<file path="config.mk">
export PLATFORM = sky130hd
export DESIGN_NAME = graycode_decoder
export DESIGN_NICKNAME = d
export VERILOG_FILES = /design/src/rtl/graycode_pkg.sv /design/src/rtl/graycode_decoder.sv
export SDC_FILE = /design/constraint.sdc
export NUM_CORES = 1
export LEC_CHECK = 0
export ABC_AREA = 1
export BUFFER_PORTS_ARGS = -buffer_cell sky130_fd_sc_hd__buf_4
export CORE_MARGIN = 4
export CORE_UTILIZATION = 30
export CTS_CLUSTER_SIZE = 24
export DETAILED_ROUTE_END_ITERATION = 8
export PLACE_DENSITY_LB_ADDON = 0.25
export SKIP_LAST_GASP = 1
export SYNTH_ARGS = -nofsm -noshare
export SYNTH_HDL_FRONTEND = slang
export SYNTH_SLANG_ARGS = --single-unit
</file>
<file path="constraint.sdc">
create_clock -name CLK -period 4.3 [get_ports CLK]
set_input_delay 0.43 -clock CLK [delete_from_list [all_inputs] [get_ports CLK]]
set_output_delay 0.43 -clock CLK [all_outputs]
set_load 0.05 [all_outputs]
</file>
<file path="src/rtl/graycode_pkg.sv">
// Shared definitions for the Gray-code counter/decoder pair: default code width,
// decoder state encoding and the Gray <-> binary conversion helpers.
package graycode_pkg;

  localparam int GRAY_WIDTH = 4;
  // Helpers work on a fixed wide vector; narrower codes are zero-extended,
  // which leaves the prefix-XOR result unchanged for any width up to this.
  localparam int GRAY_MAX_W = 32;

  typedef enum logic [1:0] {
    INIT  = 2'd0,
    TRACK = 2'd1,
    FAULT = 2'd2
  } state_t;

  function automatic logic [GRAY_MAX_W-1:0] gray2bin(input logic [GRAY_MAX_W-1:0] g);
    logic [GRAY_MAX_W-1:0] b;
    b[GRAY_MAX_W-1] = g[GRAY_MAX_W-1];
    for (int i = GRAY_MAX_W - 2; i >= 0; i--) begin
      b[i] = b[i+1] ^ g[i];
    end
    return b;
  endfunction

  function automatic logic [GRAY_MAX_W-1:0] bin2gray(input logic [GRAY_MAX_W-1:0] b);
    return b ^ (b >> 1);
  endfunction

endpackage

</file>
<file path="src/rtl/graycode_decoder.sv">
// Receive-side Gray-code decoder: converts the sampled code to binary, emits
// UP/DOWN pulses for legal +/-1 steps, accumulates net position, faults on jumps.
module graycode_decoder
  import graycode_pkg::*;
#(
  parameter int WIDTH     = GRAY_WIDTH,
  parameter int POS_WIDTH = 8
) (
  input  logic                 CLK,
  input  logic                 RST,
  input  logic [WIDTH-1:0]     CODE,
  input  logic                 CLR_ERR,
  output logic [WIDTH-1:0]     BIN,
  output logic                 UP_O,
  output logic                 DOWN_O,
  output logic [POS_WIDTH-1:0] POS,
  output logic                 VALID,
  output logic                 ERR,
  output logic [1:0]           DBG_STATE
);

  state_t           state, state_nxt;
  logic [WIDTH-1:0] code_r;
  logic [WIDTH-1:0] last_r;
  logic             seen_r;
  logic [WIDTH-1:0] code_bin;
  logic [WIDTH-1:0] last_bin;
  logic [WIDTH-1:0] d;
  logic             step_up;
  logic             step_dn;
  logic             step_bad;

  assign code_bin = WIDTH'(gray2bin(GRAY_MAX_W'(code_r)));
  assign last_bin = WIDTH'(gray2bin(GRAY_MAX_W'(last_r)));
  // Modular difference: wrap 15->0 reads as +1 and 0->15 as -1.
  assign d        = code_bin - last_bin;
  assign step_up  = (d == WIDTH'(1));
  assign step_dn  = (d == {WIDTH{1'b1}});
  assign step_bad = (d != '0) && !step_up && !step_dn;

  always_ff @(posedge CLK) begin
    if (RST) begin
      state <= INIT;
    end else begin
      state <= state_nxt;
    end
  end

  // CLR_ERR is only looked at in FAULT, so it cannot mask a jump seen in TRACK.
  always_comb begin
    state_nxt = state;
    case (state)
      INIT:    if (seen_r)   state_nxt = TRACK;
      TRACK:   if (step_bad) state_nxt = FAULT;
      FAULT:   if (CLR_ERR)  state_nxt = INIT;
      default:               state_nxt = INIT;
    endcase
  end

  always_comb begin
    VALID     = (state == TRACK);
    ERR       = (state == FAULT);
    DBG_STATE = state;
  end

  always_ff @(posedge CLK) begin
    if (RST) begin
      code_r <= '0;
      last_r <= '0;
      seen_r <= 1'b0;
      BIN    <= '0;
      UP_O   <= 1'b0;
      DOWN_O <= 1'b0;
      POS    <= '0;
    end else begin
      code_r <= CODE;
      seen_r <= 1'b1;
      UP_O   <= 1'b0;
      DOWN_O <= 1'b0;
      case (state)
        INIT: begin
          if (seen_r) begin
            last_r <= code_r;
            BIN    <= code_bin;
          end
        end
        TRACK: begin
          if (step_up) begin
            UP_O   <= 1'b1;
            POS    <= POS + POS_WIDTH'(1);
            last_r <= code_r;
            BIN    <= code_bin;
          end else if (step_dn) begin
            DOWN_O <= 1'b1;
            POS    <= POS - POS_WIDTH'(1);
            last_r <= code_r;
            BIN    <= code_bin;
          end
        end
        default: ;
      endcase
    end
  end

endmodule

</file>
* Word-level counts from Yosys, hierarchy flattened
Index checks and enable logic that the tools add are counted.
** Storage, ports and cells
- Bits in registers :: 25
- Input bits :: 7
** Cells by class
- Add/sub/neg operators :: 3
- Eq/ne operators :: 8
- Multiplexer cells :: 17
- Bitwise operators :: 7
- Reductions and logical operators :: 13
** Operator list (number)
- 4-bit two-way mux :: 6
- 8-bit two-way mux :: 2
- 4-bit case mux with 2 select lines :: 2
- 8-bit by 1-bit adder with 8-bit output (second input constant) :: 1
- 8-bit by 1-bit subtractor with 8-bit output (second input constant) :: 1
- 2-bit two-way mux :: 3
- 2-bit case mux with 3 select lines :: 1
- 3-bit AND reduction :: 2
- 1-bit bitwise XOR :: 6
- 4-bit by 1-bit == test with 1-bit output (second input constant) :: 1
- 4-bit == test (second input constant) :: 1
- 2-bit inequality test (second input constant) :: 2
- 2-bit nonzero test :: 2
- 4-bit nonzero test :: 1
- 4-bit subtractor :: 1
- 1-bit two-way mux :: 3
- 3-bit by 1-bit inequality test with 1-bit output (second input constant) :: 1
- 3-bit OR reduction :: 1
- 2-bit by 1-bit == test with 1-bit output (second input constant) :: 1
- 2-bit == test (second input constant) :: 1
- 1-bit logical AND :: 2
- 1-bit zero test :: 2
- 2-bit zero test :: 1
- 2-bit by 1-bit inequality test with 1-bit output (second input constant) :: 1
- other kinds (3) :: 3

* Logic depth before layout (Yosys ltp)
Gate-level depths: netlist (run 1).
- Depth after elaboration :: 10
- Gate-level depth with buffers :: 24
- Depth with buffers taken out :: 24

* Worst setup path after synthesis (run 1)
OpenSTA, ideal clock, no wires.
- Path type :: flip-flop to flip-flop
- Start :: reg code_r[3]
- End :: reg POS[7]
- Library setup time :: 0.114 ns
- Arrival time :: 3.338 ns
- Setup slack :: 0.848 ns
- Stages on the path, launching flop included :: 21
- Clock period less this slack :: 3.452 ns
- Cells stage by stage :: dfxtp_1 -> xor2_2 -> xor2_2 -> xor2_1 -> inv_1 -> ha_1 -> fa_1 -> inv_1 -> nor2_1 -> nand3_4 -> ha_1 -> a21oi_1 -> nand2_1 -> a21oi_1 -> inv_1 -> nand2_1 -> nand2_1 -> nor2_1 -> nand2_1 -> nand2_1 -> nor2_1
** On the way
- Longest elaborated chain between the ends :: 7
- Elaborated cells on any way between the ends :: 9
- Classes of those cells :: add/sub: 1; eq/ne: 2; mux: 1; bitwise: 3; reduce/logical: 2
** Ends and longest elaborated chain
- from (decl) :: line graycode_decoder.sv:23 : logic [WIDTH-1:0] code_r;
- from (signal assigned) :: line graycode_decoder.sv:68 : code_r <= '0;
- from (signal assigned) :: line graycode_decoder.sv:76 : code_r <= CODE;
- 1-bit bitwise XOR (*) :: line graycode_pkg.sv:20 : b[i] = b[i+1] ^ g[i];
- net code_bin[2] :: line graycode_decoder.sv:26 : logic [WIDTH-1:0] code_bin;
- 1-bit bitwise XOR (*) :: line graycode_pkg.sv:20
- net code_bin[1] :: line graycode_decoder.sv:26
- 1-bit bitwise XOR :: line graycode_pkg.sv:20
- 4-bit subtractor (*) :: line graycode_decoder.sv:36 : assign d = code_bin - last_bin;
- 4-bit by 1-bit == test with 1-bit output / 4-bit == test (equally long branches) :: line graycode_decoder.sv:37, graycode_decoder.sv:38
- 2-bit nonzero test (no line)
- 2-bit AND reduction (no line)
- to (signal assigned) :: line graycode_decoder.sv:90 : POS <= POS + POS_WIDTH'(1);
- to (signal assigned) :: line graycode_decoder.sv:95 : POS <= POS - POS_WIDTH'(1);
- to (decl) :: line graycode_decoder.sv:16 : output logic [POS_WIDTH-1:0] POS,
The timed path passes the listed nets; every way through them passes the cells marked *.
A chain may end at the register's enable or synchronous reset.

* Worst setup path in the final report (run 1)
Ends and elaborated chain as after synthesis.

==> results by group, run 1 <==
Run status
  – Outcome: finished, final reports clean

Route
  – First DRT Iteration DRCs: 22
  – DRT antenna net count: 0
  – WL/cell: 10.2 um
  – Routed WL: 2590 um
  – DRC: 0
  – DR vias: 1114
  – Post-DR vias/cell: 4.40
  – Initial DRT Pass Iterations: 4

Power and ir drop
  – PwrDens: 463 nW/um^2
  – Pleak: 0.776 nW
  – Total power: 769 uW
  – Worst vdd ir: 0.202 mV

Cells and area
  – Nets@finish: 220
  – P&R area growth vs syn: 20.1%
  – Final instance area: 1660 um^2
  – Share of cells above drive strength 1: 20.9%
  – Non-filler cells, final: 253
  – ANT cells: 0

Synthesis
  – Post-Syn Instances: 176
  – Net Count, Synth: 194
  – Synthesized area per cell: 7.87 um^2
  – Main combinational cell family by area after synthesis: simple AND/OR/NAND/NOR gates
  – Yosys reg bits: 24
  – Ys async rst share: 0%
  – Post-Synth XOR/XNOR Area: 9.21%
  – Mapped Area: 1390 um^2
  – Yosys warns: 0
  – Post-synth EDFFs: 0
  – Count of unique library cells instantiated by Yosys: 28
  – Post-synthesis compound-gate area fraction: 9.49%
  – Simple-gate share of the synthesized area: 27.7%
  – Adder-cell share of the synthesized area: 11.0%
  – Prevailing post-synth register cell: dfxtp_1
  – Mux share of post-synthesis cell area: 0%
  – Sequential share of the synthesized area: 34.7%

Clock network
  – Later-pin clock latency in the skew report: 0.26 ns
  – Hold buffers post-CTS: 0
  – CTS buffer count: 3
  – CTS sink cnt: 24
  – Clk buf depth: 2
  – # resized after CTS: 0
  – CTS HTree Levels: 1
  – CTS tree: built
  – Post-CTS setup buffers: 0
  – Reg clk slew, reported paths: 0.08 ns
  – CTS Root Cell: clkbuf_8

Critical path
  – Crit Reg-Reg Startpoint: code_r[3]
  – Reg-to-reg slack, setup: 0.62 ns
  – Worst R2R End: POS[7]
  – Worst Path Required: 4.47 ns
  – Worst EP arrival: 3.85 ns
  – Path depth of the worst reg2reg path: 20
  – CP endpoint kind: register
  – Worst-path maximum fanout: 10
  – Startpoint types: register
  – Crit Path Category: register to register

Global routing
  – First-pass GRT wire length: 4690 um
  – Pin count of the biggest net entering global routing: 19
  – GR Util All Layers: 9.65%
  – Vias in the first global route: 1048
  – Initial antenna violation count: 0
  – GR Overflow Total: 0

Place
  – Placed insts: 249
  – Placed Area: 1610 um^2
  – Port Buf Inserts: 24
  – Final HPWL DP: 1990 um
  – RePlAce Congestion: 0.728

Floorplan
  – Initial core utilization: 31.4%
  – Die height: 75.9 um
  – Die Width: 75.9 um
  – Core ar.: 4410 um^2
  – Rows: 24
  – IO Pins: 25
  – DIE AREA: 5770 um^2

STA
  – Minimum clock period: 3.68 ns
  – Slew headroom: 62.0%
  – Unrepaired setup endpoints after global routing: no
  – Final Hold Vio Count: 0
  – Tcrit/Tclk final: 85.7%
  – Final Setup Violations: 0
  – Final Skew: 0.00202 ns
  – Slew @ Worst Pin: 0.567 ns
  – Fin. max-slew vios: 0
  – Maximum clock frequency: 0.271 GHz
  – Setup tns final: 0 ns

Flow run
  – Max Cap Violations: 0

Hold path
  – Hold Path Sink: code_r[3]
  – Hold Crit Class: input port to register
  – Hold Startpoint: CODE[3]
  – Hold Path Stages: 3
## stage by stage
step	hold WS, ns	utilization, %	setup slack (ns)
global route	0.364	37.7	0.205
detailed placement	0.473	36.4	0.576
floorplan	0.451	-	0.848
global placement	0.475	36.4	0.686
CTS	0.352	37.7	0.562
finish	0.358	37.7	0.617
## worst max path at each step
stage / end / slack (ns) / from
after global routing: POS[7] / 0.21 / code_r[3]
after floorplan: POS[7] / 0.85 / code_r[3]
final: POS[7] / 0.62 / code_r[3]
after CTS: POS[7] / 0.56 / code_r[3]
after global placement: POS[7] / 0.69 / BIN[3]
after detailed placement: POS[7] / 0.58 / code_r[3]
## registers in the layout, summed over array words and instances (netlist names)
register and flops:
DOWN_O 1, UP_O 1, BIN 4, seen_r 1, code_r 4, DBG_STATE 2
POS 8, last_r 3
## cell type report
type	count	area, um^2
Tap cell	52	65.1
Clock buffer	4	55.1
Inverter	23	86.3
Timing Repair Buffer	24	180
Multi-Input combinational cell	126	796
Fill cell	480	2750
Sequential cell	24	480
## cell families (layout without fill, tap and decap cells)
logic type      Yosys count  after routing
compound gates           25             25
xor+xnor                 12             12
fa+ha+maj                11             11
buf+inv                  26             51
flops                    24             24
simple gates             78             78
## cells in the final DEF (no fill, tap or decap), drive strengths merged
master,n
inv,22
clkinv,1
ha,9
nand2,36
nand3b,1
dfxtp,24
o31ai,1
nor2,24
nand4,1
clkbuf,4
buf,24
a21oi,18
o21ai,6
xnor2,3
or2,1
nand3,15
fa,2
xor2,9
## worst max-delay path, stage by stage (launching register included)
cell and delay [ns]:
dfxtp_1 0.41, xor2_2 0.24, xor2_2 0.24, xor2_1 0.21, inv_1 0.07, ha_1 0.22, fa_1 0.52, inv_1 0.04
nor2_1 0.19, nand3_4 0.18, ha_1 0.38, a21oi_1 0.16, nand2_1 0.11, a21oi_1 0.18, inv_1 0.06, nand2_1 0.06
nand2_1 0.05, nor2_1 0.11, nand2_1 0.06, nand2_1 0.05, nor2_1 0.04
## cells in the mapped netlist (2+ instances only)
cell	n	area share (%)
nand2_1	31	8.4
dfxtp_1	24	35
nor2_1	24	6.5
inv_1	21	5.7
a21oi_1	17	6.1
nand3_1	12	4.3
ha_1	9	8.1
xor2_1	6	3.8
o21ai_1	4	1.4
nand2_4	3	2.4
xnor2_1	3	1.9
xor2_2	3	3.5
fa_1	2	2.9
nand3_2	2	1.4
o21ai_0	2	0.72
## power breakdown
group | switching [mW] | leakage (nW) | internal [mW]
sequential | 0.0150 | 0.196 | 0.241
clock | 0.0721 | 0.0288 | 0.0817
combinational | 0.229 | 0.552 | 0.131
total | 0.316 | 0.776 | 0.453
## metal layers
| metal | global-route usage, % | wire length (um) |
|---|---|---|
| met4 | 3.20 | 34 |
| met5 | 0 | 0 |
| met1 | 11.9 | 1210 |
| met2 | 15.8 | 1210 |
| met3 | 3.20 | 133 |
Power figures use the tool's default switching activity.
==> inputs of run 2 (changes only) <==
==> constraint.sdc (replaced) <==
create_clock -name CLK -period 3.35 [get_ports CLK]
set_input_delay 0.335 -clock CLK [delete_from_list [all_inputs] [get_ports CLK]]
set_output_delay 0.335 -clock CLK [all_outputs]
set_load 0.05 [all_outputs]
==> results by group, run 2 (same netlist as run 1, synthesis figures left out) <==
Route
  – DRC: 0 (unchanged)
  – Post-DR vias/cell: 4.49 (+1.9%)
  – DR vias: 1207 (+8.3%)
  – WL/cell: 10.8 um (+5.4%)
  – Initial DRT Pass Iterations: 4 (unchanged)
  – First DRT Iteration DRCs: 68 (+210%)
  – DRT antenna net count: 0 (unchanged)
  – Routed WL: 2900 um (+12%)

STA
  – Tcrit/Tclk final: 99.2% (+14 points)
  – Maximum clock frequency: 0.301 GHz (+11%)
  – Final Setup Violations: 0 (unchanged)
  – Final Hold Vio Count: 0 (unchanged)
  – Fin. max-slew vios: 0 (unchanged)
  – Setup tns final: 0 ns (unchanged)
  – Slew headroom: 62.8% (+0.77 points)
  – Slew @ Worst Pin: 0.556 ns (-0.0116 ns)
  – Unrepaired setup endpoints after global routing: yes
  – Minimum clock period: 3.32 ns (-0.361 ns)
  – Final Skew: 0.00541 ns (+0.00339 ns)

Cells and area
  – Top flop regs: POS (8), BIN (4), code_r (4)
  – Multi-input gate area: 918 um^2 (+15%)
  – Max reg flops: 8 (unchanged)
  – Fill cells: 433 (-9.8%)
  – ANT cells: 0 (unchanged)
  – Register Area: 488 um^2 (+1.6%)
  – Most frequent cells in the layout: buf_4 (37), nand2_1 (30), dfxtp_1 (22), nor2_1 (22), inv_1 (20)
  – Nets@finish: 236 (+7.3%)
  – Share of cells above drive strength 1: 35.5% (+15 points)
  – P&R area growth vs syn: 41.4%
  – Largest Register: POS
  – Commonest non-fill, non-tap cell in the layout: buf_4
  – Non-filler cells, final: 269 (+6.3%)

Clock network
  – Reg clk slew, reported paths: 0.09 ns (about the same)
  – CTS Root Cell: clkbuf_8
  – CTS HTree Levels: 1 (unchanged)
  – CTS sink cnt: 24 (unchanged)
  – CTS buffer count: 3 (unchanged)
  – Later-pin clock latency in the skew report: 0.27 ns (about the same)
  – CTS tree: built
  – Clk buf depth: 2 (unchanged)

Critical path
  – Worst EP arrival: 3.54 ns (-0.31 ns)
  – Crit Reg-Reg Startpoint: code_r[2]
  – Worst setup path startpoint: code_r[2]
  – CP endpoint kind: register
  – Worst Path Required: 3.56 ns (-0.91 ns)
  – Crit Path Category: register to register
  – Startpoint types: register
  – Worst-path maximum fanout: 4 (-6)

Hold path
  – Hold Crit Class: input port to register
  – Hold Startpoint: CODE[2]

Floorplan
  – Core ar.: 4410 um^2 (unchanged)
  – DIE AREA: 5770 um^2 (unchanged)
  – IO Pins: 25 (unchanged)
  – Die height: 75.9 um (unchanged)
  – Rows: 24 (unchanged)
  – Die Width: 75.9 um (unchanged)
  – Initial core utilization: 31.4% (unchanged)

Flow run
  – Max Cap Violations: 0 (unchanged)

Power and ir drop
  – Worst vdd ir: 0.213 mV (+5.8%)
  – Pleak: 0.882 nW (+14%)
  – Total power: 1.22 mW (+59%)
  – PwrDens: 624 nW/um^2 (+35%)

Global routing
  – GR Overflow Total: 0 (unchanged)
  – GR Util met2: 15.5% (-0.26 points)
  – Pin count of the biggest net entering global routing: 19 (unchanged)
  – Met1 Resource Use GR: 13.8% (+1.9 points)
  – GR Util met3: 2.25% (-0.95 points)
  – Gr busiest metal: met2
  – Vias in the first global route: 1124 (+7.3%)
  – First-pass GRT wire length: 5010 um (+6.9%)
  – GR Util All Layers: 10.1% (+0.46 points)
  – Initial antenna violation count: 0 (unchanged)

Place
  – Port Buf Inserts: 24 (unchanged)
  – Final HPWL DP: 2160 um (+8.3%)
  – Placed insts: 261 (+4.8%)
  – RePlAce Congestion: 0.786 (+8.0%)

Run status
  – Outcome: finished, final reports clean
## run 2: repair_timing
action,4_1_cts,5_1_grt
setup buffers,2,2
endpoints found under the setup margin,4,5
hold buffers,0,0
pin swaps,5,11
resized for setup,3,13
## run 2: worst paths after layout
check	end	slack, ns	cells after the start
max	POS[6]	0.03	19
min reg2reg	last_r[0]	0.49	2
max reg2reg	POS[6]	0.03	19
min	code_r[2]	0.25	3
## run 2: final cells by class
class	instances	area share (%)
Tap cell	52	3.32
Clock buffer	3	2.11
Sequential cell	24	24.9
Multi-Input combinational cell	126	46.9
Clock inverter	1	1.53
Timing Repair Buffer	40	16.8
Inverter	23	4.41
## run 2: worst max-delay path, stage by stage, from the launching register on
cell	delay, ns
dfxtp_4	0.37
xor2_4	0.19
xor2_2	0.19
xor2_1	0.22
inv_1	0.07
ha_2	0.20
fa_1	0.54
inv_2	0.05
nor2_4	0.10
nand3_4	0.13
buf_12	0.16
fa_2	0.34
nand3_2	0.09
nand2_2	0.06
nand2_1	0.06
nand2_1	0.06
a21oi_2	0.14
xnor2_1	0.12
nor2_1	0.05
nor2_1	0.09
## run 2: through the flow
step                      util, %  worst slack (ns)  hold slack, ns  instance area (um^2)
after CTS                    42.6           0.00583           0.249                  1880
after global placement       40.1            0.0185           0.478                  1770
after floorplan                 -           0.00353           0.397                  1460
after detailed placement     40.1           -0.0632           0.473                  1770
after global routing         44.4            -0.219           0.257                  1960
final                        44.4            0.0272           0.252                  1960
## run 2: metal layers
metal / up-vias / wire, um / share of wire (%)
li1: 640 / - / -
met1: 545 / 1420 / 49
met2: 18 / 1340 / 46
met3: 4 / 97 / 3.3
met4: 0 / 36 / 1.2
met5: - / 0 / 0
## run 2: report_power, final
part	leakage (nW)	internal (mW)	switching, mW
Clock	0.0357	0.160	0.102
Combinational	0.649	0.283	0.347
Sequential	0.197	0.308	0.0232
